**src/rtl/muldiv_pkg.sv**
```systemverilog
// Shared RV32M definitions: FUNCT3 encodings, engine state, operand-sign decode.
package muldiv_pkg;

  localparam logic [2:0] F3_MUL    = 3'b000;
  localparam logic [2:0] F3_MULH   = 3'b001;
  localparam logic [2:0] F3_MULHSU = 3'b010;
  localparam logic [2:0] F3_MULHU  = 3'b011;
  localparam logic [2:0] F3_DIV    = 3'b100;
  localparam logic [2:0] F3_DIVU   = 3'b101;
  localparam logic [2:0] F3_REM    = 3'b110;
  localparam logic [2:0] F3_REMU   = 3'b111;

  typedef enum logic [1:0] {IDLE, CALC, FIN} state_t;

  function automatic logic is_div_op(input logic [2:0] f3);
    return f3[2];
  endfunction

  // rs1 is signed for MUL, MULH, MULHSU, DIV, REM
  function automatic logic rs1_signed(input logic [2:0] f3);
    return f3[2] ? ~f3[0] : (f3[1:0] != 2'b11);
  endfunction

  // rs2 is signed for MUL, MULH, DIV, REM
  function automatic logic rs2_signed(input logic [2:0] f3);
    return f3[2] ? ~f3[0] : ~f3[1];
  endfunction

endpackage

```
**src/rtl/muldiv_div_iter_core.sv**
```systemverilog
// One restoring radix-2 divide step: shift in the next dividend bit, trial
// subtract the divisor, keep the difference only when it did not borrow.
module div_iter_core #(
  parameter int XLEN = 32
) (
  input  logic [XLEN-1:0] rem_i,
  input  logic [XLEN-1:0] quo_i,
  input  logic [XLEN-1:0] divisor_i,
  output logic [XLEN-1:0] rem_o,
  output logic [XLEN-1:0] quo_o
);

  logic [XLEN:0] shifted;
  logic [XLEN:0] diff;
  logic          fits;

  assign shifted = {rem_i, quo_i[XLEN-1]};
  assign diff    = shifted - {1'b0, divisor_i};
  // Top bit of the XLEN+1 difference is the borrow: set means "restore".
  assign fits    = ~diff[XLEN];
  assign rem_o   = fits ? diff[XLEN-1:0] : shifted[XLEN-1:0];
  assign quo_o   = {quo_i[XLEN-2:0], fits};

endmodule

```
**src/rtl/muldiv_unit.sv**
```systemverilog
// Multi-cycle RV32M multiply/divide engine with START/BUSY/DONE handshake.
// Iterates on magnitudes in one shared 2*XLEN accumulator, then fixes signs.
module muldiv_unit
  import muldiv_pkg::*;
#(
  parameter int XLEN     = 32,
  parameter int MUL_STEP = 4
) (
  input  logic            CLK,
  input  logic            RESET,
  input  logic            START,
  input  logic [2:0]      FUNCT3,
  input  logic [XLEN-1:0] OPERAND1,
  input  logic [XLEN-1:0] OPERAND2,
  input  logic            FLUSH,
  output logic            BUSY,
  output logic            DONE,
  output logic [XLEN-1:0] RESULT
);

  localparam int              CW        = $clog2(XLEN) + 1;
  localparam logic [CW-1:0]   MUL_ITERS = CW'(XLEN / MUL_STEP);
  localparam logic [CW-1:0]   DIV_ITERS = CW'(XLEN);
  localparam logic [XLEN-1:0] MIN_INT   = {1'b1, {(XLEN-1){1'b0}}};

  state_t              state_q, state_d;
  logic                busy_q, busy_d;
  logic                done_q, done_d;
  logic [XLEN-1:0]     result_q, result_d;
  logic [CW-1:0]       cnt_q, cnt_d;
  logic [2:0]          f3_q, f3_d;
  logic                neg_q, neg_d;
  logic                rem_neg_q, rem_neg_d;
  logic [XLEN-1:0]     opnd_q, opnd_d;
  logic [2*XLEN-1:0]   acc_q, acc_d;

  // Launch-time decode straight from the request inputs.
  logic                sign1, sign2;
  logic [XLEN-1:0]     mag1, mag2;
  logic                div_by_zero, div_ovf;
  logic [XLEN-1:0]     special_res;

  assign sign1       = rs1_signed(FUNCT3) & OPERAND1[XLEN-1];
  assign sign2       = rs2_signed(FUNCT3) & OPERAND2[XLEN-1];
  assign mag1        = sign1 ? -OPERAND1 : OPERAND1;
  assign mag2        = sign2 ? -OPERAND2 : OPERAND2;
  assign div_by_zero = is_div_op(FUNCT3) && (OPERAND2 == '0);
  assign div_ovf     = is_div_op(FUNCT3) && !FUNCT3[0] &&
                       (OPERAND1 == MIN_INT) && (OPERAND2 == '1);
  assign special_res = div_by_zero ? (FUNCT3[1] ? OPERAND1 : '1)
                                   : (FUNCT3[1] ? '0 : OPERAND1);

  // Multiply step: low accumulator half holds the unconsumed multiplier bits.
  logic [MUL_STEP-1:0]      digit;
  logic [XLEN+MUL_STEP-1:0] mul_sum;
  logic [2*XLEN-1:0]        mul_acc;

  assign digit   = acc_q[MUL_STEP-1:0];
  assign mul_sum = {{MUL_STEP{1'b0}}, acc_q[2*XLEN-1:XLEN]} +
                   ({{MUL_STEP{1'b0}}, opnd_q} * {{XLEN{1'b0}}, digit});
  assign mul_acc = {mul_sum, acc_q[XLEN-1:MUL_STEP]};

  // Divide step: high half is the partial remainder, low half the quotient.
  logic [XLEN-1:0] div_rem, div_quo;

  div_iter_core #(.XLEN(XLEN)) u_div_iter_core (
    .rem_i     (acc_q[2*XLEN-1:XLEN]),
    .quo_i     (acc_q[XLEN-1:0]),
    .divisor_i (opnd_q),
    .rem_o     (div_rem),
    .quo_o     (div_quo)
  );

  logic [2*XLEN-1:0] step_acc, prod_fix;
  logic [XLEN-1:0]   quo_fix, rem_fix, final_res;

  assign step_acc = is_div_op(f3_q) ? {div_rem, div_quo} : mul_acc;
  assign prod_fix = neg_q ? -step_acc : step_acc;
  assign quo_fix  = neg_q ? -step_acc[XLEN-1:0] : step_acc[XLEN-1:0];
  assign rem_fix  = rem_neg_q ? -step_acc[2*XLEN-1:XLEN] : step_acc[2*XLEN-1:XLEN];

  always_comb begin
    final_res = prod_fix[2*XLEN-1:XLEN];
    case (f3_q)
      F3_MUL:          final_res = prod_fix[XLEN-1:0];
      F3_DIV, F3_DIVU: final_res = quo_fix;
      F3_REM, F3_REMU: final_res = rem_fix;
      default:         final_res = prod_fix[2*XLEN-1:XLEN];
    endcase
  end

  always_comb begin
    // NOTE: every _d starts as a hold/default so no path can infer a latch.
    state_d   = state_q;
    busy_d    = busy_q;
    done_d    = 1'b0;
    result_d  = result_q;
    cnt_d     = cnt_q;
    f3_d      = f3_q;
    neg_d     = neg_q;
    rem_neg_d = rem_neg_q;
    opnd_d    = opnd_q;
    acc_d     = acc_q;

    case (state_q)
      IDLE: begin
        busy_d = 1'b0;
        if (START && !FLUSH) begin
          f3_d      = FUNCT3;
          neg_d     = sign1 ^ sign2;
          rem_neg_d = sign1;
          if (div_by_zero || div_ovf) begin
            state_d  = FIN;
            done_d   = 1'b1;
            result_d = special_res;
            cnt_d    = '0;
          end else if (is_div_op(FUNCT3)) begin
            state_d = CALC;
            busy_d  = 1'b1;
            opnd_d  = mag2;
            acc_d   = {{XLEN{1'b0}}, mag1};
            cnt_d   = DIV_ITERS;
          end else begin
            state_d = CALC;
            busy_d  = 1'b1;
            opnd_d  = mag1;
            acc_d   = {{XLEN{1'b0}}, mag2};
            cnt_d   = MUL_ITERS;
          end
        end
      end
      CALC: begin
        acc_d = step_acc;
        cnt_d = cnt_q - CW'(1);
        if (cnt_q == CW'(1)) begin
          state_d  = FIN;
          busy_d   = 1'b0;
          done_d   = 1'b1;
          result_d = final_res;
        end
      end
      FIN:     state_d = IDLE;
      default: state_d = IDLE;
    endcase

    // An abort overrides whatever the active state decided this cycle.
    if (FLUSH && state_q != IDLE) begin
      state_d  = IDLE;
      busy_d   = 1'b0;
      done_d   = 1'b0;
      result_d = result_q;
      cnt_d    = '0;
    end
  end

  // NOTE: sequential state uses non-blocking assignments only, so every flop
  // samples the pre-edge values regardless of statement order.
  always_ff @(posedge CLK) begin
    if (RESET) begin
      state_q   <= IDLE;
      busy_q    <= 1'b0;
      done_q    <= 1'b0;
      result_q  <= '0;
      cnt_q     <= '0;
      f3_q      <= F3_MUL;
      neg_q     <= 1'b0;
      rem_neg_q <= 1'b0;
      opnd_q    <= '0;
      acc_q     <= '0;
    end else begin
      state_q   <= state_d;
      busy_q    <= busy_d;
      done_q    <= done_d;
      result_q  <= result_d;
      cnt_q     <= cnt_d;
      f3_q      <= f3_d;
      neg_q     <= neg_d;
      rem_neg_q <= rem_neg_d;
      opnd_q    <= opnd_d;
      acc_q     <= acc_d;
    end
  end

  assign BUSY   = busy_q;
  assign DONE   = done_q;
  assign RESULT = result_q;

endmodule

```
**config.mk**
```make
export PLATFORM = sky130hd
export DESIGN_NAME = muldiv_unit
export DESIGN_NICKNAME = d
export VERILOG_FILES = /design/src/rtl/muldiv_pkg.sv /design/src/rtl/muldiv_div_iter_core.sv /design/src/rtl/muldiv_unit.sv
export SDC_FILE = /design/constraint.sdc
export NUM_CORES = 1
export LEC_CHECK = 0
export BUFFER_PORTS_ARGS = -buffer_cell sky130_fd_sc_hd__buf_2
export CAP_MARGIN = 25
export CORE_MARGIN = 3
export CORE_UTILIZATION = 35
export DETAILED_ROUTE_END_ITERATION = 10
export PLACE_DENSITY_LB_ADDON = 0.05
export SLEW_MARGIN = 10
export SYNTH_ARGS = -nofsm -noshare
export SYNTH_HDL_FRONTEND = slang
export SYNTH_SLANG_ARGS = --single-unit
```
**constraint.sdc**
```tcl
create_clock -name CLK -period 12.3 [get_ports CLK]
set_clock_uncertainty 0.05 [all_clocks]
set_input_delay 1.23 -clock CLK [delete_from_list [all_inputs] [get_ports CLK]]
set_output_delay 1.23 -clock CLK [all_outputs]
set_load 0.05 [all_outputs]
```
==> results of run 1 <==
kinds of logic (layout without fill, tap and decap cells):
| kind of cell | count (synthesis) | after routing | synth area share |
|---|---|---|---|
| mux | 52 | 52 | 0.0269 |
| flops | 143 | 143 | 0.147 |
| xor+xnor | 183 | 183 | 0.0821 |
| simple gates | 985 | 985 | 0.250 |
| buf+inv | 380 | 391 | 0.0749 |
| fa+ha+maj | 198 | 198 | 0.159 |
| compound gates | 756 | 756 | 0.260 |
layout make-up:
type / instances / area (um2) / share of cell area
Clock buffer: 20 / 458 / 0.0215
Clock inverter: 12 / 148 / 0.00694
Inverter: 217 / 815 / 0.0383
Multi-Input combinational cell: 2174 / 15200 / 0.716
Sequential cell: 143 / 2870 / 0.135
Tap cell: 739 / 925 / 0.0435
Timing Repair Buffer: 142 / 828 / 0.0390
registers in the layout (all words and copies together) (netlist names), 2 cells and up:
signal and flops:
opnd_q 32, state_q 2, acc_q 64, f3_q 3, cnt_q 6, RESULT 32
critical path: stages, from the launching register on:
cell and delay [ns]:
dfxtp_1 0.31, buf_4 0.35, and2_1 0.22, fa_1 0.46, fa_1 0.55, inv_1 0.05
fa_1 0.50, inv_1 0.04, ha_1 0.34, o211ai_1 0.11, o21ai_1 0.72, a41oi_1 0.53
o21ai_0 0.48, o221ai_1 0.15, nand3b_1 0.46, nor4_1 0.46, nand4_1 0.55, or4_1 0.80
o21ai_1 0.20, xor2_1 0.11, a221oi_1 0.33
power breakdown:
group	switching [W]	total (W)	internal [W]
clock network	0.000260	0.000576	0.000315
registers	0.0000437	0.000531	0.000488
logic	0.000648	0.000955	0.000307
metal layers:
metal,global-route usage,vias up,share of wire
met5,0,-,0.00015
met4,0.104,2,0.034
met3,0.0418,119,0.060
met2,0.480,838,0.46
met1,0.405,10000,0.45
li1,-,9536,-
stage by stage:
step | instances | setup slack, ns
6_report | 3447 | 4.39
5_1_grt | 3447 | 3.95
4_1_cts | 3447 | 4.50
3_5_place_dp | 3415 | 4.53
3_3_place_gp | 3414 | 4.51
2_1_floorplan | 2697 | 6.33
cell usage in the layout (no fill, tap or decap), types with 39 or more instances in the layout:
master	instances
a211oi_1	62
inv_1	214
a21oi_1	193
mux2i_1	49
nor2_1	288
o211ai_1	52
nor3_1	80
xnor2_1	106
buf_2	103
xor2_1	77
dfxtp_1	142
ha_1	83
fa_1	92
o21ai_0	153
a31oi_1	39
and2_1	135
nand2_1	228
worst paths after layout:
| kind | from | end | slack [ns] | cells past startpoint |
|---|---|---|---|---|
| setup / recovery | acc_q[2] | RESULT[22] | 4.39 | 20 |
| hold / removal | BUSY | BUSY | 0.41 | 2 |
| setup reg to reg | acc_q[2] | RESULT[22] | 4.39 | 20 |
| hold reg to reg | BUSY | BUSY | 0.41 | 2 |
==> metrics.txt, run 1 <==
PwrDens=97.0 nW/um2; Max IR drop VDD=68.3 uV; crit path time final=7.91 ns; root buffer cell=clkbuf_16; placed inst area=20700 um2; top cell type's share of synthesized area=0.147; outcome=finished, final reports clean; post-synthesis cell type count=102; CTS tree=done; fmax=0.126 GHz; Core Util, Final=0.390; Chip Width=242 um; Setup TNS Final=0 ns; Antenna Diode Count=0; Crit. End Element=register; post-synth net total=2943; worst skew pair latency=0.50 ns; number of antenna violations at the first check in global routing=2; Hold Buf Count CTS=0; initial core utilization=0.358; fraction of layout cells with a size suffix above 1=0.0894; cell taking the most area after synthesis=dfxtp_1; EDFF count, synth=0; first-pass GRT wire length=132 mm; Worst Path Required=12.65 ns; vias in the first global route=19800; sequential share of the synthesized area=0.147; Via-to-Cell Ratio=5.96; Post-Route WL=88.9 mm; core area=54500 um2; die area=58600 um2; max-slew violation count=0; largest net degree at the start of global routing=78; DP Wirelength=69.8 mm; total clock sinks=143; WS Path Type=reg2reg; ys flop type=dfxtp_1; Layout Nets=2941; Leakage=8.63 nW; final period utilization=0.643; Bufs on Longest Clock Path=2; Post-Synthesis Cells=2697; most used standard cell by instance count after synthesis=nor2_1; Arrival @ worst endpoint=8.26 ns; Worst setup SP type=register; total gr overflow=0; Post-Syn Area=19500 um2; CTS clk-pin slew, worst paths=0.07 ns; final instance area=21300 um2; RSZ-0062 raised after global routing=no; Final setup viols=0; DRC viols=0; max cap viols=0; commonest cells in the netlist=288 x nor2_1, 229 x nand2_1, 214 x inv_1; Crit Path Max Fanout=35; worst hold slack=0.407 ns; Synth area leaders=dfxtp_1 15%, fa_1 9.4%, nor2_1 5.5%; Synth warnings=0; Iteration-0 DRC Markers=1902; htree depth=4; IO Port Bufs=104; GPL Wtd Cong=0.934; Post-CTS Setup Repair Bufs=0; Avg Inst Size Synth=7.23 um2; Async SR Flop Fraction=0; Final Hold Fails=0; Slew @ Worst Pin=1.06 ns; Slew HR=0.292; post-cts gate resize count=0; register bit total from synthesis=143; wire per inst=25.8 um; Worst Hold Class=reg2reg; total track usage=0.297; fill count=5896; Cell Rows=85; via count=20500; post-route ant nets=0; synthesis-to-layout area growth=8.98%; chip height=242 um; Boundary Pins=105; total power=0.00206 W; cts bufs inserted=17; drt first pass iters=5
Note: power is estimated with default switching activity, not from simulation.
==> run 2, diff against run 1 <==
Clock period 12.3 ns to 8.02 ns, I/O delays scaled along.
==> run 2 against run 1 <==
Die area stayed put. Non-clock buffer count is 23 higher. First-iteration DRC count increased by 6.1%. Combinational power is 54% higher. Register-to-register slack got worse by 3.8 ns. Worst hold slack lost 0.0067 ns. Design area grew 0.75%.
==> metrics.txt, run 2 (synthesis gave the netlist of run 1 again) <==
Hold Startpoint=BUSY; Slowest cell on crit path=dfxtp_1; most frequent cells in the layout=288 x nor2_1, 228 x nand2_1, 214 x inv_1; Hold Buf Count CTS=0; Bufs on Longest Clock Path=2; RR Startpoint=acc_q[3]; outcome=finished, final reports clean; Slew HR=0.281; via count=20600; max incr delay on CP=1.03 ns; Iteration-0 DRC Markers=2018; WS Path Type=reg2reg; Crit Path Max Fanout=24; most common cell after layout, fill and taps aside=nor2_1; Worst setup SP type=register; number of antenna violations at the first check in global routing=1; max cap viols=0; vias in the first global route=19900; final period utilization=0.931; cells along the critical path=and2_1, fa_1, fa_1, inv_1, fa_1, inv_1, ha_1, nand4_1, nor4_1, buf_4, o211ai_1, nand3b_1, nand2_1, and3b_1, o311a_1, o21bai_1, nor4b_1, nand2_1, or3_1, o22a_1, o311a_1; GPL Wtd Cong=0.974; worst skew pair latency=0.50 ns; cell mode on critical path=fa_1; CTS tree=done; Layout Nets=2964; DP Wirelength=70.5 mm; initial core utilization=0.358; RSZ-0062 raised after global routing=no; wire per inst=25.7 um; Post-Route WL=89.1 mm; largest net degree at the start of global routing=69; Crit. End Element=register; worst hold slack=0.400 ns; R2R setup slack=0.56 ns; Largest register FFs=64; fraction of layout cells with a size suffix above 1=0.0971; total clock sinks=143; Arrival @ worst endpoint=7.80 ns; chip height=242 um; Hold Path Stages=2; total gr overflow=0; root buffer cell=clkbuf_16; Chip Width=242 um; Antenna Diode Count=0; Via-to-Cell Ratio=5.94; synthesis-to-layout area growth=9.80%; die area=58600 um2; fmax=0.134 GHz; Worst Path Required=8.36 ns; DRC viols=0; CTS clk-pin slew, worst paths=0.07 ns; crit path time final=7.46 ns; Reg with most FFs=acc_q; first-pass GRT wire length=133 mm; Cell Rows=85; total track usage=0.298; Final setup viols=0; CP top delay family=simple AND/OR/NAND/NOR gates; core area=54500 um2; drt first pass iters=6; post-cts gate resize count=0; Leakage=8.74 nW; r2r endpoint=RESULT[31]; Setup TNS Final=0 ns; Boundary Pins=105; PwrDens=149 nW/um2; Worst Hold Class=reg2reg; Endpoint, Worst Hold=BUSY; htree depth=4; cts bufs inserted=17; Final Hold Fails=0; CP Buf/Inv Count=3; Post-CTS Setup Repair Bufs=0; fill count=5859; IO Port Bufs=104; Slew @ Worst Pin=1.08 ns; r2r worst-path depth=21; Max IR drop VDD=136 uV; post-route ant nets=0; max-slew violation count=0
-- run 2: worst max path at each step --
stage / depth (start not counted) / endpoint / from / slack, ns
5_1_grt: 21 / RESULT[22] / acc_q[3] / 0.22
4_1_cts: 21 / RESULT[22] / acc_q[3] / 0.72
3_3_place_gp: 19 / RESULT[27] / acc_q[3] / 0.84
3_5_place_dp: 21 / RESULT[22] / acc_q[3] / 0.72
6_report: 21 / RESULT[31] / acc_q[3] / 0.56
2_1_floorplan: 21 / RESULT[31] / acc_q[2] / 2.05
-- run 2: worst reg2reg max path: cells and delay by family (launching register included) --
| kind | cells | cell delay, ns |
|---|---|---|
| buf+inv | 3 | 0.30 |
| simple gates | 9 | 2.83 |
| flops | 1 | 1.03 |
| compound gates | 5 | 1.19 |
| fa+ha+maj | 4 | 1.93 |
-- run 2: metrics by stage --
| stage | utilization | total power [W] | setup slack [ns] | instance area [um2] | cells |
|---|---|---|---|---|---|
| final | 0.393 | 0.00318 | 0.556 | 21400 | 3468 |
| after global routing | 0.393 | 0.00334 | 0.216 | 21400 | 3468 |
| after CTS | 0.393 | 0.00318 | 0.722 | 21400 | 3468 |
| after detailed placement | 0.382 | 0.00229 | 0.725 | 20800 | 3438 |
| after global placement | 0.382 | 0.00228 | 0.835 | 20800 | 3436 |
| after floorplan | - | 0.00176 | 2.05 | 19500 | 2697 |
-- run 2: routing by layer --
metal / vias to the layer above / track usage / wire (um)
met5: - / 0 / 0
met3: 122 / 0.0312 / 5350
met2: 802 / 0.486 / 40700
met1: 10100 / 0.414 / 40500
li1: 9578 / - / -
met4: 0 / 0.0951 / 2580
-- run 2: final cells by class --
class	count	area, um2	share of cell area
Clock buffer	18	450	0.0210
Clock inverter	12	146	0.00683
Inverter	217	815	0.0380
Multi-Input combinational cell	2174	15200	0.711
Sequential cell	143	2870	0.134
Tap cell	739	925	0.0432
Timing Repair Buffer	165	997	0.0465
-- run 2: power breakdown --
| group | total [W] | internal, W | switching, W |
|---|---|---|---|
| sequential | 0.000833 | 0.000748 | 0.0000852 |
| combinational | 0.00147 | 0.000491 | 0.000980 |
| clock | 0.000879 | 0.000481 | 0.000399 |
